`config.mk`:
```
export PLATFORM = sky130hd
export DESIGN_NAME = data_output_collect_flat
export DESIGN_NICKNAME = d
export VERILOG_FILES = /design/src/rtl/data_output_collect_if.sv /design/src/rtl/data_output_collect.sv /design/src/flat_wrapper.sv
export SDC_FILE = /design/constraint.sdc
export NUM_CORES = 2
export LEC_CHECK = 0
export ABC_AREA = 0
export BUFFER_PORTS_ARGS = -buffer_cell sky130_fd_sc_hd__buf_2
export CAP_MARGIN = 20
export CORE_AREA = 2 2 446 558
export CTS_BUF_LIST = sky130_fd_sc_hd__clkbuf_8 sky130_fd_sc_hd__clkbuf_16
export DETAILED_ROUTE_END_ITERATION = 12
export DIE_AREA = 0 0 448 560
export MAX_ROUTING_LAYER = met4
export PLACE_DENSITY_LB_ADDON = 0.12
export SLEW_MARGIN = 30
export SYNTH_ARGS = -nofsm -noshare
export SYNTH_HDL_FRONTEND = slang
export SYNTH_SLANG_ARGS = --single-unit
```
`constraint.sdc`:
```
create_clock -name clk -period 9.8 [get_ports clk]
set_input_delay 1.96 -clock clk [delete_from_list [all_inputs] [get_ports clk]]
set_output_delay 1.96 -clock clk [all_outputs]
set_load 0.02 [all_outputs]
```
`src/rtl/data_output_collect_if.sv`:
```
// Output-collect bus: SA result lanes in, stall back, single banked write port out.
interface data_output_collect_if #(
  parameter int SRAM_DEPTH = 1024,
  parameter int BAND_WIDTH = 25,
  parameter int DATA_WIDTH = 8
);
  localparam int AW = $clog2(SRAM_DEPTH) + $clog2(BAND_WIDTH);

  logic                                  start_i;
  logic [$clog2(SRAM_DEPTH):0]           BURST_SIZE;
  logic [BAND_WIDTH-1:0]                 sa_valid_i;
  logic [BAND_WIDTH-1:0][DATA_WIDTH-1:0] sa_data_i;
  logic                                  stall_o;
  logic                                  wea_o;
  logic [AW-1:0]                         addra_o;
  logic [DATA_WIDTH-1:0]                 dia_o;
  logic                                  done_o;
  logic                                  overflow_o;

  modport master (
    output start_i, BURST_SIZE, sa_valid_i, sa_data_i,
    input  stall_o, wea_o, addra_o, dia_o, done_o, overflow_o
  );

  modport slave (
    input  start_i, BURST_SIZE, sa_valid_i, sa_data_i,
    output stall_o, wea_o, addra_o, dia_o, done_o, overflow_o
  );
endinterface

```
`src/rtl/data_output_collect.sv`:
```
// Deskews skewed systolic-array result lanes in per-lane FIFOs and serialises them
// row-major onto one banked output-buffer write port ({lane, row} addressing).
module data_output_collect #(
  parameter int SRAM_DEPTH = 1024,
  parameter int BAND_WIDTH = 25,
  parameter int DATA_WIDTH = 8,
  parameter int FIFO_DEPTH = 16
) (
  input logic                  clk,
  input logic                  rst,
  data_output_collect_if.slave bus
);
  localparam int RAW = $clog2(SRAM_DEPTH);
  localparam int LW  = $clog2(BAND_WIDTH);
  localparam int RW  = RAW + 1;
  localparam int PW  = $clog2(FIFO_DEPTH);
  localparam int CW  = PW + 1;

  typedef enum logic [1:0] {IDLE, DRAIN, DONE} state_t;

  state_t                state_q;
  logic [RW-1:0]         burst_q;
  logic [RW-1:0]         row_q;
  logic [LW-1:0]         lane_q;
  logic                  wea_q;
  logic                  done_q;
  logic                  overflow_q;
  logic [RAW+LW-1:0]     addra_q;
  logic [DATA_WIDTH-1:0] dia_q;

  logic [DATA_WIDTH-1:0]         mem_q [BAND_WIDTH][FIFO_DEPTH];
  logic [BAND_WIDTH-1:0][PW-1:0] wr_ptr_q, wr_ptr_d;
  logic [BAND_WIDTH-1:0][PW-1:0] rd_ptr_q, rd_ptr_d;
  logic [BAND_WIDTH-1:0][CW-1:0] cnt_q, cnt_d;
  logic [BAND_WIDTH-1:0]         push;
  logic [BAND_WIDTH-1:0]         pop;
  logic [BAND_WIDTH-1:0]         near_full;
  logic                          pop_any;
  logic                          drop_any;
  logic                          start_acc;
  logic [DATA_WIDTH-1:0]         head;

  assign start_acc = (state_q == IDLE) && bus.start_i;
  assign head      = mem_q[lane_q][rd_ptr_q[lane_q]];

  // Only the FIFO whose turn it is may be popped, and only while draining.
  always_comb begin
    pop     = '0;
    pop_any = (state_q == DRAIN) && (cnt_q[lane_q] != '0);
    if (pop_any) pop[lane_q] = 1'b1;
  end

  always_comb begin
    push      = '0;
    near_full = '0;
    drop_any  = 1'b0;
    wr_ptr_d  = wr_ptr_q;
    rd_ptr_d  = rd_ptr_q;
    cnt_d     = cnt_q;
    for (int k = 0; k < BAND_WIDTH; k++) begin
      if (bus.sa_valid_i[k]) begin
        if (cnt_q[k] == CW'(FIFO_DEPTH)) drop_any = 1'b1;
        else                             push[k]  = 1'b1;
      end
      // Two spare entries cover the SA reacting to stall one cycle late.
      near_full[k] = cnt_q[k] >= CW'(FIFO_DEPTH - 2);
      wr_ptr_d[k]  = wr_ptr_q[k] + PW'(push[k]);
      rd_ptr_d[k]  = rd_ptr_q[k] + PW'(pop[k]);
      cnt_d[k]     = cnt_q[k] + CW'(push[k]) - CW'(pop[k]);
    end
  end

  always_ff @(posedge clk) begin
    if (rst) begin
      wr_ptr_q <= '0;
      rd_ptr_q <= '0;
      cnt_q    <= '0;
    end else begin
      wr_ptr_q <= wr_ptr_d;
      rd_ptr_q <= rd_ptr_d;
      cnt_q    <= cnt_d;
    end
  end

  always_ff @(posedge clk) begin
    for (int k = 0; k < BAND_WIDTH; k++) begin
      if (push[k]) mem_q[k][wr_ptr_q[k]] <= bus.sa_data_i[k];
    end
  end

  // Drain FSM: walks lanes 0..BAND_WIDTH-1 per row, waiting on the current lane.
  always_ff @(posedge clk) begin
    if (rst) begin
      state_q    <= IDLE;
      burst_q    <= '0;
      row_q      <= '0;
      lane_q     <= '0;
      wea_q      <= 1'b0;
      addra_q    <= '0;
      dia_q      <= '0;
      done_q     <= 1'b0;
      overflow_q <= 1'b0;
    end else begin
      wea_q  <= 1'b0;
      done_q <= 1'b0;
      if (start_acc)     overflow_q <= drop_any;
      else if (drop_any) overflow_q <= 1'b1;
      case (state_q)
        IDLE: begin
          if (bus.start_i) begin
            burst_q <= bus.BURST_SIZE;
            row_q   <= '0;
            lane_q  <= '0;
            state_q <= (bus.BURST_SIZE == '0) ? DONE : DRAIN;
          end
        end
        DRAIN: begin
          if (pop_any) begin
            wea_q   <= 1'b1;
            addra_q <= {lane_q, row_q[RAW-1:0]};
            dia_q   <= head;
            if (lane_q == LW'(BAND_WIDTH - 1)) begin
              lane_q <= '0;
              row_q  <= row_q + RW'(1);
              if (row_q == burst_q - RW'(1)) state_q <= DONE;
            end else begin
              lane_q <= lane_q + LW'(1);
            end
          end
        end
        DONE: begin
          done_q  <= 1'b1;
          state_q <= IDLE;
        end
        default: state_q <= IDLE;
      endcase
    end
  end

  assign bus.stall_o    = |near_full;
  assign bus.wea_o      = wea_q;
  assign bus.addra_o    = addra_q;
  assign bus.dia_o      = dia_q;
  assign bus.done_o     = done_q;
  assign bus.overflow_o = overflow_q;
endmodule
```
`src/flat_wrapper.sv`:
```
// flat-port wrapper written by rule: the top's interface ports become plain ports
module data_output_collect_flat 
#(
  parameter int SRAM_DEPTH = 1024,
  parameter int BAND_WIDTH = 25,
  parameter int DATA_WIDTH = 8,
  parameter int FIFO_DEPTH = 16
)
  (clk, rst, bus_start_i, bus_BURST_SIZE, bus_sa_valid_i, bus_sa_data_i, bus_stall_o, bus_wea_o, bus_addra_o, bus_dia_o, bus_done_o, bus_overflow_o);
  data_output_collect_if #(.SRAM_DEPTH(SRAM_DEPTH), .BAND_WIDTH(BAND_WIDTH), .DATA_WIDTH(DATA_WIDTH)) bus_i ();
  input logic clk;
  input logic rst;
  input wire logic [$bits(bus_i.start_i)-1:0] bus_start_i;
  input wire logic [$bits(bus_i.BURST_SIZE)-1:0] bus_BURST_SIZE;
  input wire logic [$bits(bus_i.sa_valid_i)-1:0] bus_sa_valid_i;
  input wire logic [$bits(bus_i.sa_data_i)-1:0] bus_sa_data_i;
  output wire logic [$bits(bus_i.stall_o)-1:0] bus_stall_o;
  output wire logic [$bits(bus_i.wea_o)-1:0] bus_wea_o;
  output wire logic [$bits(bus_i.addra_o)-1:0] bus_addra_o;
  output wire logic [$bits(bus_i.dia_o)-1:0] bus_dia_o;
  output wire logic [$bits(bus_i.done_o)-1:0] bus_done_o;
  output wire logic [$bits(bus_i.overflow_o)-1:0] bus_overflow_o;
  assign bus_i.start_i = bus_start_i;
  assign bus_i.BURST_SIZE = bus_BURST_SIZE;
  assign bus_i.sa_valid_i = bus_sa_valid_i;
  assign bus_i.sa_data_i = bus_sa_data_i;
  assign bus_stall_o = bus_i.stall_o;
  assign bus_wea_o = bus_i.wea_o;
  assign bus_addra_o = bus_i.addra_o;
  assign bus_dia_o = bus_i.dia_o;
  assign bus_done_o = bus_i.done_o;
  assign bus_overflow_o = bus_i.overflow_o;
  data_output_collect #(.SRAM_DEPTH(SRAM_DEPTH), .BAND_WIDTH(BAND_WIDTH), .DATA_WIDTH(DATA_WIDTH), .FIFO_DEPTH(FIFO_DEPTH)) u_core (.clk(clk), .rst(rst), .bus(bus_i));
endmodule
```
# Word-level counts from Yosys, hierarchy flattened
# Memories as Yosys holds them, arrays and structs flattened. A register that Yosys moved wholly into a read port is not among the register bits.
# Index checks and enable logic that the tools add are counted.
[totals] ff_bits=380 ramBits=3200 input_bits=239 output_inout_bits=27 elab_cells=596 memories=1
[classes] addsub=103 n_lt_le_gt_ge=78 eq_ne=33 mux=230 n_bitwise=27 reduce_logical=40
[memory_table] name="u_core.mem_q" words=25 width=128 rd=1 rd_ports_with_merged_regs=1 wr=25 line="data_output_collect.sv:31" rtl="logic [DATA_WIDTH-1:0] mem_q [BAND_WIDTH][FIFO_DEPTH];"
[op_table] op="2-to-1 mux 128 bit" n=25
[op_table] op="demux 8 bit (select 4 bit)" n=25
[op_table] op="2-to-1 mux 8 bit" n=27
[op_table] op="adder 4 x 1 -> 4 bit" n=50
[op_table] op="equality test 5 bit, second input constant" n=26
[op_table] op="greater-or-equal comparator 5 bit, second input constant" n=26
[op_table] op="2-to-1 mux 1 bit" n=130
[op_table] op="NOT 4 -> 5 bit" n=26
[op_table] op="adder 5 x 1 -> 5 bit" n=25
[op_table] op="greater-or-equal comparator 5 x 4 -> 1 bit, second input constant" n=25
[op_table] op="< comparator 5 x 1 -> 1 bit, second input constant" n=25
[op_table] op="subtractor 5 x 1 -> 5 bit" n=25
[op_table] op="2-to-1 mux 11 bit" n=3
[op_table] op="binary-select mux 8 bit (select 4 bit)" n=1
[op_table] op="2-to-1 mux 5 bit" n=6
[op_table] op="logical AND 1 bit" n=28
[op_table] op="binary-select mux 5 bit (select 5 bit)" n=1
[op_table] op="2-to-1 mux 25 bit" n=1
[op_table] op="OR reduction 25 bit" n=1
[op_table] op="one-hot mux 11 bit (2 select lines)" n=1
[op_table] op="binary-select mux 4 bit (select 5 bit)" n=1
[op_table] op="adder 11 x 1 -> 11 bit, second input constant" n=1
[op_table] op="equality test 11 bit" n=1
[op_table] op="logical NOT 11 bit" n=1
[op_table] op="21 further kinds" n=30

# Depth between registers and ports, before layout
[logic_depth] depth_word=53 mapped_depth=20

# Worst setup path before layout
# No wires, ideal clock.
[synth_path] path_kind="input to register" from="in bus_sa_valid_i[10]" to="mem u_core.mem_q[10][120] (netlist name), enable pin" setup_time_ps=383 t_arrival_ps=3433 setup_slack_ps=5983 cell_stages=4 path_cell_list="inv_1 a31oi_1 or3b_2 nor3_1"
[synth_rtl] item="start, declared" line="flat_wrapper.sv:15" rtl="input wire logic [$bits(bus_i.sa_valid_i)-1:0] bus_sa_valid_i;"
[synth_rtl] item="end, declared" line="data_output_collect.sv:31"

# Final worst setup path
[layout_path] from="reg u_core.lane_q[3]" to="reg u_core.cnt_q[64] (netlist name)"
[layout_via] elab_chain_cells=6 elab_cells_between_ends=11 cone_classes="add/sub: 1; order compare: 2; mux: 5; reduce/logical: 3"
[layout_rtl] item="start, declared" line="data_output_collect.sv:24" rtl="logic [LW-1:0] lane_q;"
[layout_rtl] item="start signal, assigned" line="data_output_collect.sv:127" rtl="lane_q <= lane_q + LW'(1);"
[layout_rtl] item="< comparator 5 x 6 -> 1 bit (not written as such), or another cell as far along" line="data_output_collect.sv:50" rtl="if (pop_any) pop[lane_q] = 1'b1;"
[layout_rtl] item="logical AND 1 bit (not written as such) or 2-to-1 mux 5 bit (tied branches)" line="data_output_collect.sv:50, data_output_collect.sv:49"
[layout_rtl] item="2-to-1 mux 1 bit (not written as such) or nonzero test 5 bit (tied branches)" line="data_output_collect.sv:50, data_output_collect.sv:49"
[layout_rtl] item="demux 1 bit (select 5 bit) or logical AND 1 bit (tied branches)"
[layout_rtl] item="2-to-1 mux 25 bit *" line="data_output_collect.sv:50"
[layout_rtl] item="subtractor 5 x 1 -> 5 bit *" line="data_output_collect.sv:69" rtl="cnt_d[k] = cnt_q[k] + CW'(push[k]) - CW'(pop[k]);"
[layout_rtl] item="end signal, assigned" line="data_output_collect.sv:81" rtl="cnt_q <= cnt_d;"
[layout_rtl] item="end, declared" line="data_output_collect.sv:34" rtl="logic [BAND_WIDTH-1:0][CW-1:0] cnt_q, cnt_d;"
# Mark *: on every way between the ends. The rest lies on a longest branch, timed or not. The select of a mux whose other input is x is not followed.
# A chain may end at the register's enable or synchronous reset.

==> flow_summary.yaml <==
critical_path:
  worstSetupEndpointType: "register"
  cp_top_family: "simple AND/OR/NAND/NOR gates"
  worstReg2RegStart: "u_core.lane_q[3]"
  slowest_stage: "dfxtp_1"
  critical_path.max_fanout: 25
  worst-r2r-cell-count: 19
  cp_data_arrival_time_ns: 6.21
  critPathMaxStageDelay_ns: 0.94
  timing.critical_path.buf_inv: 4
  required_ns: 10.57
  rr_endpoint: "u_core.cnt_q[64]"
  reg2reg_setup_slack_ns: 4.36
  critPathKind: "reg -> reg"
  worstPathCellList: "nand2_1, a41oi_1, nand2_1, a311oi_1, o31a_1, buf_4, nand2_1, nor3_1, ha_1, inv_1, ha_1, inv_1, fa_1, inv_1, a21oi_1, nor2_1, nor2_1, xor2_1, nor2_1"
  timing.critical_path.from_type: "register"
layout:
  finalNetCount: 9762
  design_area_mm2: 0.164
  areaGrowthSynthToFinish_pct: 12.0
  layoutNonFillerInstCount: 12800
  layout.core_utilization_pct: 66.7
  drive_above_1_share_pct: 19.7
floorplan:
  die_width_um: 448
  y_dimension_of_the_die_um: 560
  core_area_mm2: 0.246
  floorplan.rows: 204
  design.portCount: 266
  initial_utilization_pct: 59.6
  die-area_mm2: 0.251
placement:
  post_dp_cell_area_mm2: 0.153
  io_buffer_count: 265
  pre_cts_ws_ns: 4.46
  place.detailed.hpwl_mm: 404
  dpl.cell_count: 12100
  globalplace.congestion: 1.07
clock_network:
  cts.clk_slew.worst_paths_ns: 0.07
  cts_num_sinks: 3585
  tritoncts: "done"
  cts_resized: 0
  cts.repair_timing.setup_buffer_count: 0
  tritoncts.num_buffers: 345
  ctsHoldBuffers: 0
  clockBufferDepth: 4
  worstSkewPairLatency_ns: 0.93
  clock-root-buffer: "clkbuf_16"
  cts_max_level: 5
yosys:
  avgSynthCellArea_um2: 16.7
  synth_sequential_area_ratio_pct: 70.8
  postSynth.topFlopCell: "edfxtp_1"
  synthDominantCellAreaShare_pct: 65.6
  async_reset_ff_share_pct: 0
  most_common_cell_in_the_netlist: "edfxtp_1"
  synth_nets: 9345
  synthesis.instances: 8750
  synth.yosys.warnings: 0
  synthTopCellsByCount: "edfxtp_1 (3200), nor2_1 (707), mux4_2 (554)"
  synth.area.top_cells: "edfxtp_1 (66%), mux4_2 (8.5%), dfxtp_1 (5.3%), mux2i_1 (3.6%), ha_1 (2.8%)"
  netlist_area_mm2: 0.147
  synth-seq-cells: 3585
  synth-edff-count: 3200
  synthDistinctLibCells: 81
  synth_top_cell_by_area: "edfxtp_1"
worst_hold_path:
  worst_hold_path_type: "reg -> reg"
  whs_endpoint: "u_core.bus.addra_o[3]"
  min_path_cells: 2
  worstHoldStart: "u_core.bus.addra_o[3]"
timing:
  grt_setup_unrepaired: "no"
  worst_slew_margin_rel_pct: 19.6
  tightestPinTransition_ns: 1.21
  max_freq_ghz: 0.184
  fin_worst_skew_ns: 0.0601
  final_period_utilization_pct: 55.5
  setup_viol: 0
  post-route-min-period_ns: 5.44
  post-route-worst-setup-slack_ns: 4.36
  setup-tns-final_ns: 0
  drv_slew: 0
  finalHoldViolations: 0
detailed_routing:
  drc_errors: 0
  route.detailed.vias_per_inst: 7.18
  wirelength_mm: 588
  drtPass1Iterations: 8
  avgRoutedWirePerCell_um: 46.0
  first_iter_violations: 17400
  ant_nets: 0
  detailroute.via_count: 91900
run:
  cap_violations: 0
global_route:
  aggregate_global_routing_overflow: 0
  first_pass_grt_wire_length_mm: 772
  track_usage_pct: 48.2
  grt_max_degree: 169
  grt_antenna_before_repair: 81
  grt_pass1_vias: 86000
power:
  p_clk_share_pct: 37.6
  peakVddDrop_mv: 0.213
  pwr-share-seq_pct: 49.4
  power.switching_uw: 9550
  combinationalPowerShare_pct: 13.0
  power_density_mw_per_mm2: 219
  intPower_uw: 26400
  p_leak_uw: 0.0538
  swShare_pct: 26.6
run_status:
  run_status: "completed"
-- worst max path at each step --
stage,start,endpoint,cells after the start,slack [ns]
6_report,u_core.lane_q[3],u_core.cnt_q[64],19,4.36
5_1_grt,u_core.lane_q[3],u_core.cnt_q[64],19,4.01
4_1_cts,u_core.cnt_q[99],bus_stall_o,8,4.49
3_5_place_dp,u_core.lane_q[3],u_core.cnt_q[64],19,4.46
3_3_place_gp,u_core.lane_q[3],u_core.cnt_q[64],19,4.53
2_1_floorplan,bus_sa_valid_i[10],u_core.mem_q[10][120],4,5.98
-- cell type report --
type	count	area [um^2]
clock inverters	246	2100
clock buffers	373	9100
inverters	264	996
flip-flops and latches	3585	104000
repair buffers	543	3550
diodes	57	143
fillers	16900	81900
multi-input cells	4428	40300
well taps	3296	4120
-- layout by cell type (no fill, tap or decap), types with 38 or more instances in the layout --
cell type,count
edfxtp_1,3200
nor2_1,587
mux4_2,554
mux2i_1,525
dfxtp_1,379
nand2_1,369
clkbuf_16,352
ha_1,331
inv_1,319
buf_4,267
buf_2,264
a22oi_1,256
a21oi_1,210
nand3_1,137
nor2b_1,132
nor2_2,114
nor3_1,113
xor2_1,110
o21ai_0,104
xnor2_1,91
o211ai_1,90
clkinv_2,73
nand4_1,61
diode_2,57
nand2b_1,56
clkinv_1,56
o22ai_1,47
nand3b_1,41
mux2_2,38
-- worst register-to-register path, stage by stage, from the launching register on --
cell and delay (ns):
dfxtp_1 0.94, nand2_1 0.42, a41oi_1 0.33, nand2_1 0.08, a311oi_1 0.71, o31a_1 0.20
buf_4 0.32, nand2_1 0.36, nor3_1 0.52, ha_1 0.34, inv_1 0.06, ha_1 0.16
inv_1 0.06, fa_1 0.39, inv_1 0.07, a21oi_1 0.06, nor2_1 0.10, nor2_1 0.06
xor2_1 0.12, nor2_1 0.05
-- power groups by stage --
stage                     sequential (uW)  combinational [uW]  clock [uW]
after floorplan                     17900                2550           0
after global placement              18000                4410           0
after detailed placement            18100                4500           0
after CTS                           17700                4530       13400
after global routing                17800                4860       14000
final                               17800                4670       13500
-- cells by family (layout without fill, tap and decap cells) --
group	count (synthesis)	count (layout)	share of synthesized area [%]
xor gates and xnor gates	201	201	1.20
muxes	1124	1124	12.4
adders and majority gates	356	356	3.17
buffers and inverters	737	1426	2.20
and+or+nand+nor	1750	1750	5.50
AOI/OAI and AO/OA	997	997	4.66
other	0	57	0
DFF	3585	3585	70.8
-- stage by stage --
stage / hold WS [ns] / power (uW)
finish: 0.451 / 35900
global route: 0.470 / 36600
CTS: 0.452 / 35700
floorplan: 0.448 / 20400
detailed placement: 0.443 / 22600
global placement: 0.443 / 22400
-- state kept, by name, summed over array words and instances (netlist names), named ones only --
| register | flops |
|---|---|
| u_core.rd_ptr_q | 100 |
| u_core.wr_ptr_q | 100 |
| u_core.bus.overflow_o | 1 |
| u_core.mem_q | 3200 |
| u_core.bus.addra_o | 15 |
| u_core.burst_q | 11 |
| u_core.bus.done_o | 1 |
| u_core.bus.dia_o | 8 |
| u_core.cnt_q | 125 |
| u_core.bus.wea_o | 1 |
| u_core.state_q | 2 |
| u_core.lane_q | 5 |
| u_core.row_q | 11 |
-- per-layer routing --
metal  track usage (%)  share of wire (%)
met1              58.7                 33
met4              35.6                9.5
met5                 -                  0
met3              14.4                 14
met2              68.1                 44
Power figures use the tool's default switching activity.
